===== src/rtl/sdram_bist_pkg.sv =====
// Shared types and constants for the SDRAM built-in self test.
// The LFSR step is a right-shifting Galois form of x^32+x^22+x^2+x+1.
package sdram_bist_pkg;

  typedef enum logic [2:0] {
    IDLE,
    WR_REQ,
    WR_WAIT,
    RD_REQ,
    RD_WAIT,
    FINISH
  } state_e;

  localparam logic [1:0] PAT_ADDR  = 2'd0;
  localparam logic [1:0] PAT_NADDR = 2'd1;
  localparam logic [1:0] PAT_LFSR  = 2'd2;
  localparam logic [1:0] PAT_CONST = 2'd3;

  localparam logic [31:0] LFSR_SEED     = 32'hACE1_2468;
  localparam logic [31:0] LFSR_POLY     = 32'h8020_0003;
  localparam logic [31:0] CONST_PATTERN = 32'hA5A5_5A5A;

  function automatic logic [31:0] lfsr_step(input logic [31:0] s);
    return s[0] ? ((s >> 1) ^ LFSR_POLY) : (s >> 1);
  endfunction

endpackage


===== src/rtl/sdram_bist_lfsr.sv =====
// 32-bit pattern LFSR: load reseeds, advance steps once; load wins.
module sdram_bist_lfsr
  import sdram_bist_pkg::*;
(
  input  logic        clk,
  input  logic        rst,
  input  logic        load,
  input  logic        advance,
  output logic [31:0] value
);

  logic [31:0] value_q;

  always_ff @(posedge clk) begin
    if (rst) begin
      value_q <= '0;
    end else if (load) begin
      value_q <= LFSR_SEED;
    end else if (advance) begin
      value_q <= lfsr_step(value_q);
    end
  end

  assign value = value_q;

endmodule


===== src/rtl/sdram_bist.sv =====
// Write-then-read memory test over a word range with one transaction in flight.
// Status outputs describe the most recent run and hold until the next start.
module sdram_bist
  import sdram_bist_pkg::*;
#(
  parameter int ADDR_WIDTH = 32,
  parameter int DATA_WIDTH = 32,
  parameter int TIMEOUT    = 1024
) (
  input  logic                  clk,
  input  logic                  rst,
  input  logic                  start,
  input  logic [ADDR_WIDTH-1:0] base_addr,
  input  logic [23:0]           num_words,
  input  logic [1:0]            pattern_sel,
  output logic                  busy,
  output logic                  done,
  output logic                  pass,
  output logic                  timeout,
  output logic [15:0]           err_count,
  output logic [ADDR_WIDTH-1:0] first_err_addr,
  output logic [DATA_WIDTH-1:0] first_err_data,
  output logic [3:0]            ctrl_wr,
  output logic                  ctrl_rd,
  output logic [ADDR_WIDTH-1:0] ctrl_addr,
  output logic [DATA_WIDTH-1:0] ctrl_write_data,
  input  logic                  ctrl_rdy,
  input  logic                  ctrl_wvalid,
  input  logic                  ctrl_rvalid,
  input  logic [DATA_WIDTH-1:0] ctrl_read_data,
  input  logic                  ctrl_error
);

  localparam int WAIT_W = $clog2(TIMEOUT + 1);

  state_e                state_q;
  logic [ADDR_WIDTH-1:0] base_q, addr_q, ferr_addr_q;
  logic [DATA_WIDTH-1:0] ferr_data_q;
  logic [23:0]           nwords_q, idx_q;
  logic [1:0]            pat_q;
  logic [WAIT_W-1:0]     wait_q;
  logic [15:0]           err_q, err_d;
  logic                  busy_q, done_q, pass_q, timeout_q, wr_q, rd_q;

  logic [ADDR_WIDTH-1:0] base_aligned;
  logic [DATA_WIDTH-1:0] exp_data;
  logic [31:0]           lfsr_val;
  logic                  last_word, wr_done, rd_done, mismatch, wait_expired;
  logic                  lfsr_load, lfsr_adv;

  assign base_aligned = base_addr & ~ADDR_WIDTH'(3);
  assign last_word    = (idx_q == nwords_q - 24'd1);
  assign wr_done      = (state_q == WR_WAIT) && ctrl_wvalid;
  assign rd_done      = (state_q == RD_WAIT) && ctrl_rvalid;
  assign mismatch     = (ctrl_read_data != exp_data) || ctrl_error;
  assign wait_expired = (wait_q == WAIT_W'(TIMEOUT - 1));
  assign err_d        = (err_q == 16'hFFFF) ? err_q : err_q + 16'd1;

  // The read phase replays the write sequence, so the LFSR reseeds at the turnaround.
  assign lfsr_load = ((state_q == IDLE) && start) || (wr_done && last_word);
  assign lfsr_adv  = wr_done || rd_done;

  sdram_bist_lfsr u_lfsr (
    .clk     (clk),
    .rst     (rst),
    .load    (lfsr_load),
    .advance (lfsr_adv),
    .value   (lfsr_val)
  );

  always_comb begin
    exp_data = DATA_WIDTH'(CONST_PATTERN);
    case (pat_q)
      PAT_ADDR:  exp_data = DATA_WIDTH'(addr_q);
      PAT_NADDR: exp_data = DATA_WIDTH'(~addr_q);
      PAT_LFSR:  exp_data = DATA_WIDTH'(lfsr_val);
      default:   exp_data = DATA_WIDTH'(CONST_PATTERN);
    endcase
  end

  always_ff @(posedge clk) begin
    if (rst) begin
      state_q     <= IDLE;
      base_q      <= '0;
      addr_q      <= '0;
      nwords_q    <= '0;
      idx_q       <= '0;
      pat_q       <= '0;
      wait_q      <= '0;
      err_q       <= '0;
      ferr_addr_q <= '0;
      ferr_data_q <= '0;
      busy_q      <= 1'b0;
      done_q      <= 1'b0;
      pass_q      <= 1'b0;
      timeout_q   <= 1'b0;
      wr_q        <= 1'b0;
      rd_q        <= 1'b0;
    end else begin
      done_q <= 1'b0;
      case (state_q)
        IDLE: begin
          if (start) begin
            base_q      <= base_aligned;
            addr_q      <= base_aligned;
            nwords_q    <= num_words;
            pat_q       <= pattern_sel;
            idx_q       <= '0;
            err_q       <= '0;
            ferr_addr_q <= '0;
            ferr_data_q <= '0;
            timeout_q   <= 1'b0;
            busy_q      <= 1'b1;
            if (num_words == 24'd0) begin
              state_q <= FINISH;
              done_q  <= 1'b1;
              pass_q  <= 1'b1;
            end else begin
              state_q <= WR_REQ;
              wr_q    <= 1'b1;
              pass_q  <= 1'b0;
            end
          end
        end
        WR_REQ: begin
          if (ctrl_rdy) begin
            wr_q    <= 1'b0;
            wait_q  <= '0;
            state_q <= WR_WAIT;
          end
        end
        WR_WAIT: begin
          if (ctrl_wvalid) begin
            if (last_word) begin
              idx_q   <= '0;
              addr_q  <= base_q;
              rd_q    <= 1'b1;
              state_q <= RD_REQ;
            end else begin
              idx_q   <= idx_q + 24'd1;
              addr_q  <= addr_q + ADDR_WIDTH'(4);
              wr_q    <= 1'b1;
              state_q <= WR_REQ;
            end
          end else if (wait_expired) begin
            timeout_q <= 1'b1;
            pass_q    <= 1'b0;
            done_q    <= 1'b1;
            state_q   <= FINISH;
          end else begin
            wait_q <= wait_q + WAIT_W'(1);
          end
        end
        RD_REQ: begin
          if (ctrl_rdy) begin
            rd_q    <= 1'b0;
            wait_q  <= '0;
            state_q <= RD_WAIT;
          end
        end
        RD_WAIT: begin
          if (ctrl_rvalid) begin
            if (mismatch) begin
              err_q <= err_d;
              if (err_q == 16'd0) begin
                ferr_addr_q <= addr_q;
                ferr_data_q <= ctrl_read_data;
              end
            end
            if (last_word) begin
              pass_q  <= !mismatch && (err_q == 16'd0);
              done_q  <= 1'b1;
              state_q <= FINISH;
            end else begin
              idx_q   <= idx_q + 24'd1;
              addr_q  <= addr_q + ADDR_WIDTH'(4);
              rd_q    <= 1'b1;
              state_q <= RD_REQ;
            end
          end else if (wait_expired) begin
            timeout_q <= 1'b1;
            pass_q    <= 1'b0;
            done_q    <= 1'b1;
            state_q   <= FINISH;
          end else begin
            wait_q <= wait_q + WAIT_W'(1);
          end
        end
        FINISH: begin
          busy_q  <= 1'b0;
          state_q <= IDLE;
        end
        default: begin
          busy_q  <= 1'b0;
          wr_q    <= 1'b0;
          rd_q    <= 1'b0;
          state_q <= IDLE;
        end
      endcase
    end
  end

  assign busy            = busy_q;
  assign done            = done_q;
  assign pass            = pass_q;
  assign timeout         = timeout_q;
  assign err_count       = err_q;
  assign first_err_addr  = ferr_addr_q;
  assign first_err_data  = ferr_data_q;
  assign ctrl_wr         = {4{wr_q}};
  assign ctrl_rd         = rd_q;
  assign ctrl_addr       = addr_q;
  assign ctrl_write_data = wr_q ? exp_data : '0;

endmodule

===== config.mk =====
export PLATFORM = sky130hd
export DESIGN_NAME = sdram_bist
export DESIGN_NICKNAME = d
export VERILOG_FILES = /design/src/rtl/sdram_bist_pkg.sv /design/src/rtl/sdram_bist_lfsr.sv /design/src/rtl/sdram_bist.sv
export SDC_FILE = /design/constraint.sdc
export NUM_CORES = 1
export LEC_CHECK = 0
export BUFFER_PORTS_ARGS = -buffer_cell sky130_fd_sc_hd__buf_4
export CAP_MARGIN = 20
export CORE_MARGIN = 5
export CORE_UTILIZATION = 31
export DETAILED_ROUTE_END_ITERATION = 6
export GPL_ROUTABILITY_DRIVEN = 0
export GPL_TIMING_DRIVEN = 0
export HOLD_SLACK_MARGIN = 0.08
export MAX_ROUTING_LAYER = met4
export PLACE_DENSITY = 0.55
export SLEW_MARGIN = 20
export SYNTH_ARGS = -nofsm -noshare
export SYNTH_HDL_FRONTEND = slang
export SYNTH_SLANG_ARGS = --single-unit
export TNS_END_PERCENT = 5

===== constraint.sdc =====
create_clock -name clk -period 4.6 [get_ports clk]
set_input_delay 0.92 -clock clk [delete_from_list [all_inputs] [get_ports clk]]
set_output_delay 0.92 -clock clk [all_outputs]
set_load 0.01 [all_outputs]

==> flow_summary_export.csv <==
group,metric,value,unit
power_and_ir_drop,peakVddDrop,0.2538,mV
synthesis,netlist_instances,1732,
cts,h-tree-depth,1,
detailed_routing,via_count,14160,
sta,hold_viol_final,0,
floorplanning,start_util,0.3114,
grt,grt_pass1_wl,82550,microns
critical_path,r2r_cells,11,
cts,cts.clk_slew.worst_paths,0.06,ns
placement,port-buffer-count,244,
critical_path,cpMostUsedCell,"clkbuf_1",
placement,dp_worst_setup_slack,0.3114,ns
synthesis,synth_edf_count,0,
sta,slew_headroom,0.3196,
detailed_routing,drc_errors,0,
synthesis,synth.distinct_cells,80,
sta,skew,0.03492,ns
sta,drv_slew,0,
cts,clk_latency,0.60,ns
critical_path,rr_endpoint,"first_err_data[7]",
min_path,min_to,"first_err_data[21]",
layout,multi_input_area,7642,sq um
layout,register_area,4825,sq um
floorplanning,dieArea,47340,sq um
cts,post-cts-setup-buffer-count,0,
cts,cts_resized,0,
detailed_routing,drt-total-wl,55680,microns
cts,cts_tree,"built",
detailed_routing,avgViaCountPerCell,5.417,
synthesis,yosys_warnings,0,
critical_path,crit_required,5.04,ns
sta,setup_viol,0,
critical_path,critPathSlowestCell,"or4_1",
layout,nNetsFinal,2112,
layout,final_util,0.3938,
sta,worst_pin_slew,1.011,ns
grt,gr-total-overflow,0,
cts,cts-hold-fix-buffers,0,
critical_path,start_kind,"register",
cts,cts-root-buf,"clkbuf_16",
floorplanning,core-area,42890,sq um
sta,rsz0062_at_grt,"no",
grt,grt_pass1_vias,13530,
critical_path,worstReg2RegStart,"ctrl_addr[14]",
synthesis,synth_area,13360,sq um
layout,layout-drive-gt1-share,0.1815,
detailed_routing,wire_per_inst,21.30,microns
floorplanning,io-pin-count,250,
placement,place_hpwl,43290,microns
detailed_routing,drt_pass1_iterations,6,
detailed_routing,ant_nets,0,
cts,clock_sinks,241,
detailed_routing,drt_iter0_markers,1191,
critical_path,critPathMaxStageDelay,0.69,ns
sta,finalSetupTns,0,ns
critical_path,cp_top_family,"simple AND/OR/NAND/NOR gates",
sta,worst_slack,0.2322,ns
synthesis,synth-main-ff-cell,"dfxtp_1",
layout,fillCellCount,4519,
power_and_ir_drop,powerDensity,445.5,nW/um^2
min_path,hold_class,"reg2reg",
critical_path,r2r_slack,0.23,ns
cts,cts_buffers,30,
critical_path,crit_buf_inv,2,
grt,grt_usage,0.2285,
floorplanning,dieWidth,217.6,microns
min_path,min_from,"first_err_data[21]",
critical_path,path_class,"reg2reg",
critical_path,cp-end-kind,"register",
sta,hold_slack,0.4483,ns
layout,area_growth,26.45,%
grt,antenna_found_initial,1,
synthesis,ys_seq_area_frac,0.3612,
min_path,hold_depth,2,
grt,grt_max_degree,17,
synthesis,ys_async_sr_fraction,0,
sta,fmax,0.2289,GHz
critical_path,crit_fanout,10,
run_status,status,"complete, no violations",
sta,finalCriticalPeriod,4.368,ns
critical_path,cp.arrival,4.81,ns
synthesis,ys_ff_latch,241,
power_and_ir_drop,p_leak,6.344,nW
flow_run,cap_violations,0,
synthesis,avgSynthCellArea,7.712,sq um
sta,min_period_over_period,0.9495,
floorplanning,row_count,76,
cts,cts_buffer_depth,3,
floorplanning,die_h,217.6,microns
critical_path,crit_chain,"clkbuf_1 -> xor2_1 -> o22ai_1 -> o32ai_1 -> a211oi_1 -> or4b_2 -> or4_1 -> a31oi_4 -> clkbuf_1 -> nand3b_1 -> a21oi_1",
==> area by class of cell <==
| class | instances | share of cell area |
|---|---|---|
| Buffer | 139 | 0.03845 |
| Clock inverter | 7 | 0.005260 |
| Tap cell | 585 | 0.04334 |
| Sequential cell | 241 | 0.2857 |
| Multi-Input combinational cell | 1288 | 0.4525 |
| Clock buffer | 44 | 0.05171 |
| Antenna cell | 1 | 0.0001482 |
| Inverter | 64 | 0.01422 |
| Timing Repair Buffer | 245 | 0.1087 |
==> layout by cell type (no fill, tap or decap), types with 30 or more instances in the layout <==
cell	count
nand3b_1	52
a21oi_1	192
xor2_1	47
clkbuf_1	90
inv_1	62
o21ai_0	31
nor2_1	108
clkbuf_16	30
nand3_1	38
xnor2_1	64
nand4_1	30
dfxtp_1	241
nand2_1	307
or3_1	44
buf_4	263
==> synth_stat cells (21+ instances only) <==
cell	number	area, sq um
nand4_1	30	187.7
o22ai_1	27	168.9
nand3_1	38	190.2
nand3b_1	52	390.4
xnor2_1	64	560.5
inv_1	62	232.7
o21ai_0	31	155.2
xor2_1	47	411.6
or3_1	44	275.3
a211oi_1	26	195.2
nor2_1	108	405.4
a31oi_1	23	143.9
dfxtp_1	241	4825
nor3_1	24	120.1
nand2_1	307	1152
clkbuf_1	83	311.6
a21oi_1	192	960.9
and2_1	21	131.4
==> metal layers <==
metal | global-route usage | wire length [microns] | share of wire | up-vias
met5 | - | 0 | 0 | -
met3 | 0.04762 | 4772 | 0.086 | 134
met4 | 0.07499 | 2122 | 0.038 | 0
li1 | - | - | - | 6643
met1 | 0.2920 | 23430 | 0.42 | 6716
met2 | 0.3630 | 25350 | 0.46 | 666
==> worst min-delay path: stages, from the launching register on <==
cell	delay, ns
dfxtp_1	0.31
nand2_1	0.05
a21oi_1	0.05
==> kinds of logic (layout without fill, tap and decap cells) <==
group | after synthesis | count (layout) | share of synthesized area
xor gates and xnor gates | 111 | 111 | 0.07279
muxes | 20 | 20 | 0.01564
other | 1 | 3 | 0.0002808
DFF | 241 | 241 | 0.3612
and+or+nand+nor | 716 | 716 | 0.2630
buffers and inverters | 204 | 499 | 0.06689
AOI/OAI and AO/OA | 432 | 432 | 0.2139
adders and majority gates | 7 | 7 | 0.006370
==> worst max-delay path by stage <==
| stage | cells after the start | start | to |
|---|---|---|---|
| after floorplan | 11 | nwords_q[9] | ctrl_addr[5] |
| after global placement | 11 | pat_q[1] | err_count[13] |
| after detailed placement | 12 | pat_q[1] | first_err_data[7] |
| after CTS | 12 | pat_q[1] | first_err_data[7] |
| after global routing | 12 | nwords_q[0] | ctrl_addr[8] |
| final | 11 | ctrl_addr[14] | first_err_data[7] |
==> power by group <==
group	total [W]	switching, W	internal [W]
Sequential	0.00256	0.000284	0.00227
Combinational	0.00264	0.00166	0.000983
Clock	0.00232	0.000961	0.00136
==> state kept, by name, summed over array words and instances (netlist names) <==
register / flops
ctrl_addr: 30
done: 1
idx_q: 24
u_lfsr.value: 32
busy: 1
pass: 1
base_q: 30
ctrl_rd: 1
state_q: 3
pat_q: 2
first_err_addr: 31
err_count: 16
first_err_data: 32
wr_q: 1
nwords_q: 24
wait_q: 11
timeout: 1
==> metrics by stage <==
stage	power [W]	area, sq um	instances
after global placement	0.005179	15920	2562
after detailed placement	0.005205	15930	2563
final	0.007524	16890	2614
after global routing	0.007874	16890	2614
after floorplan	0.004123	13360	1733
after CTS	0.007531	16890	2614
Note: power is estimated with default switching activity, not from simulation.
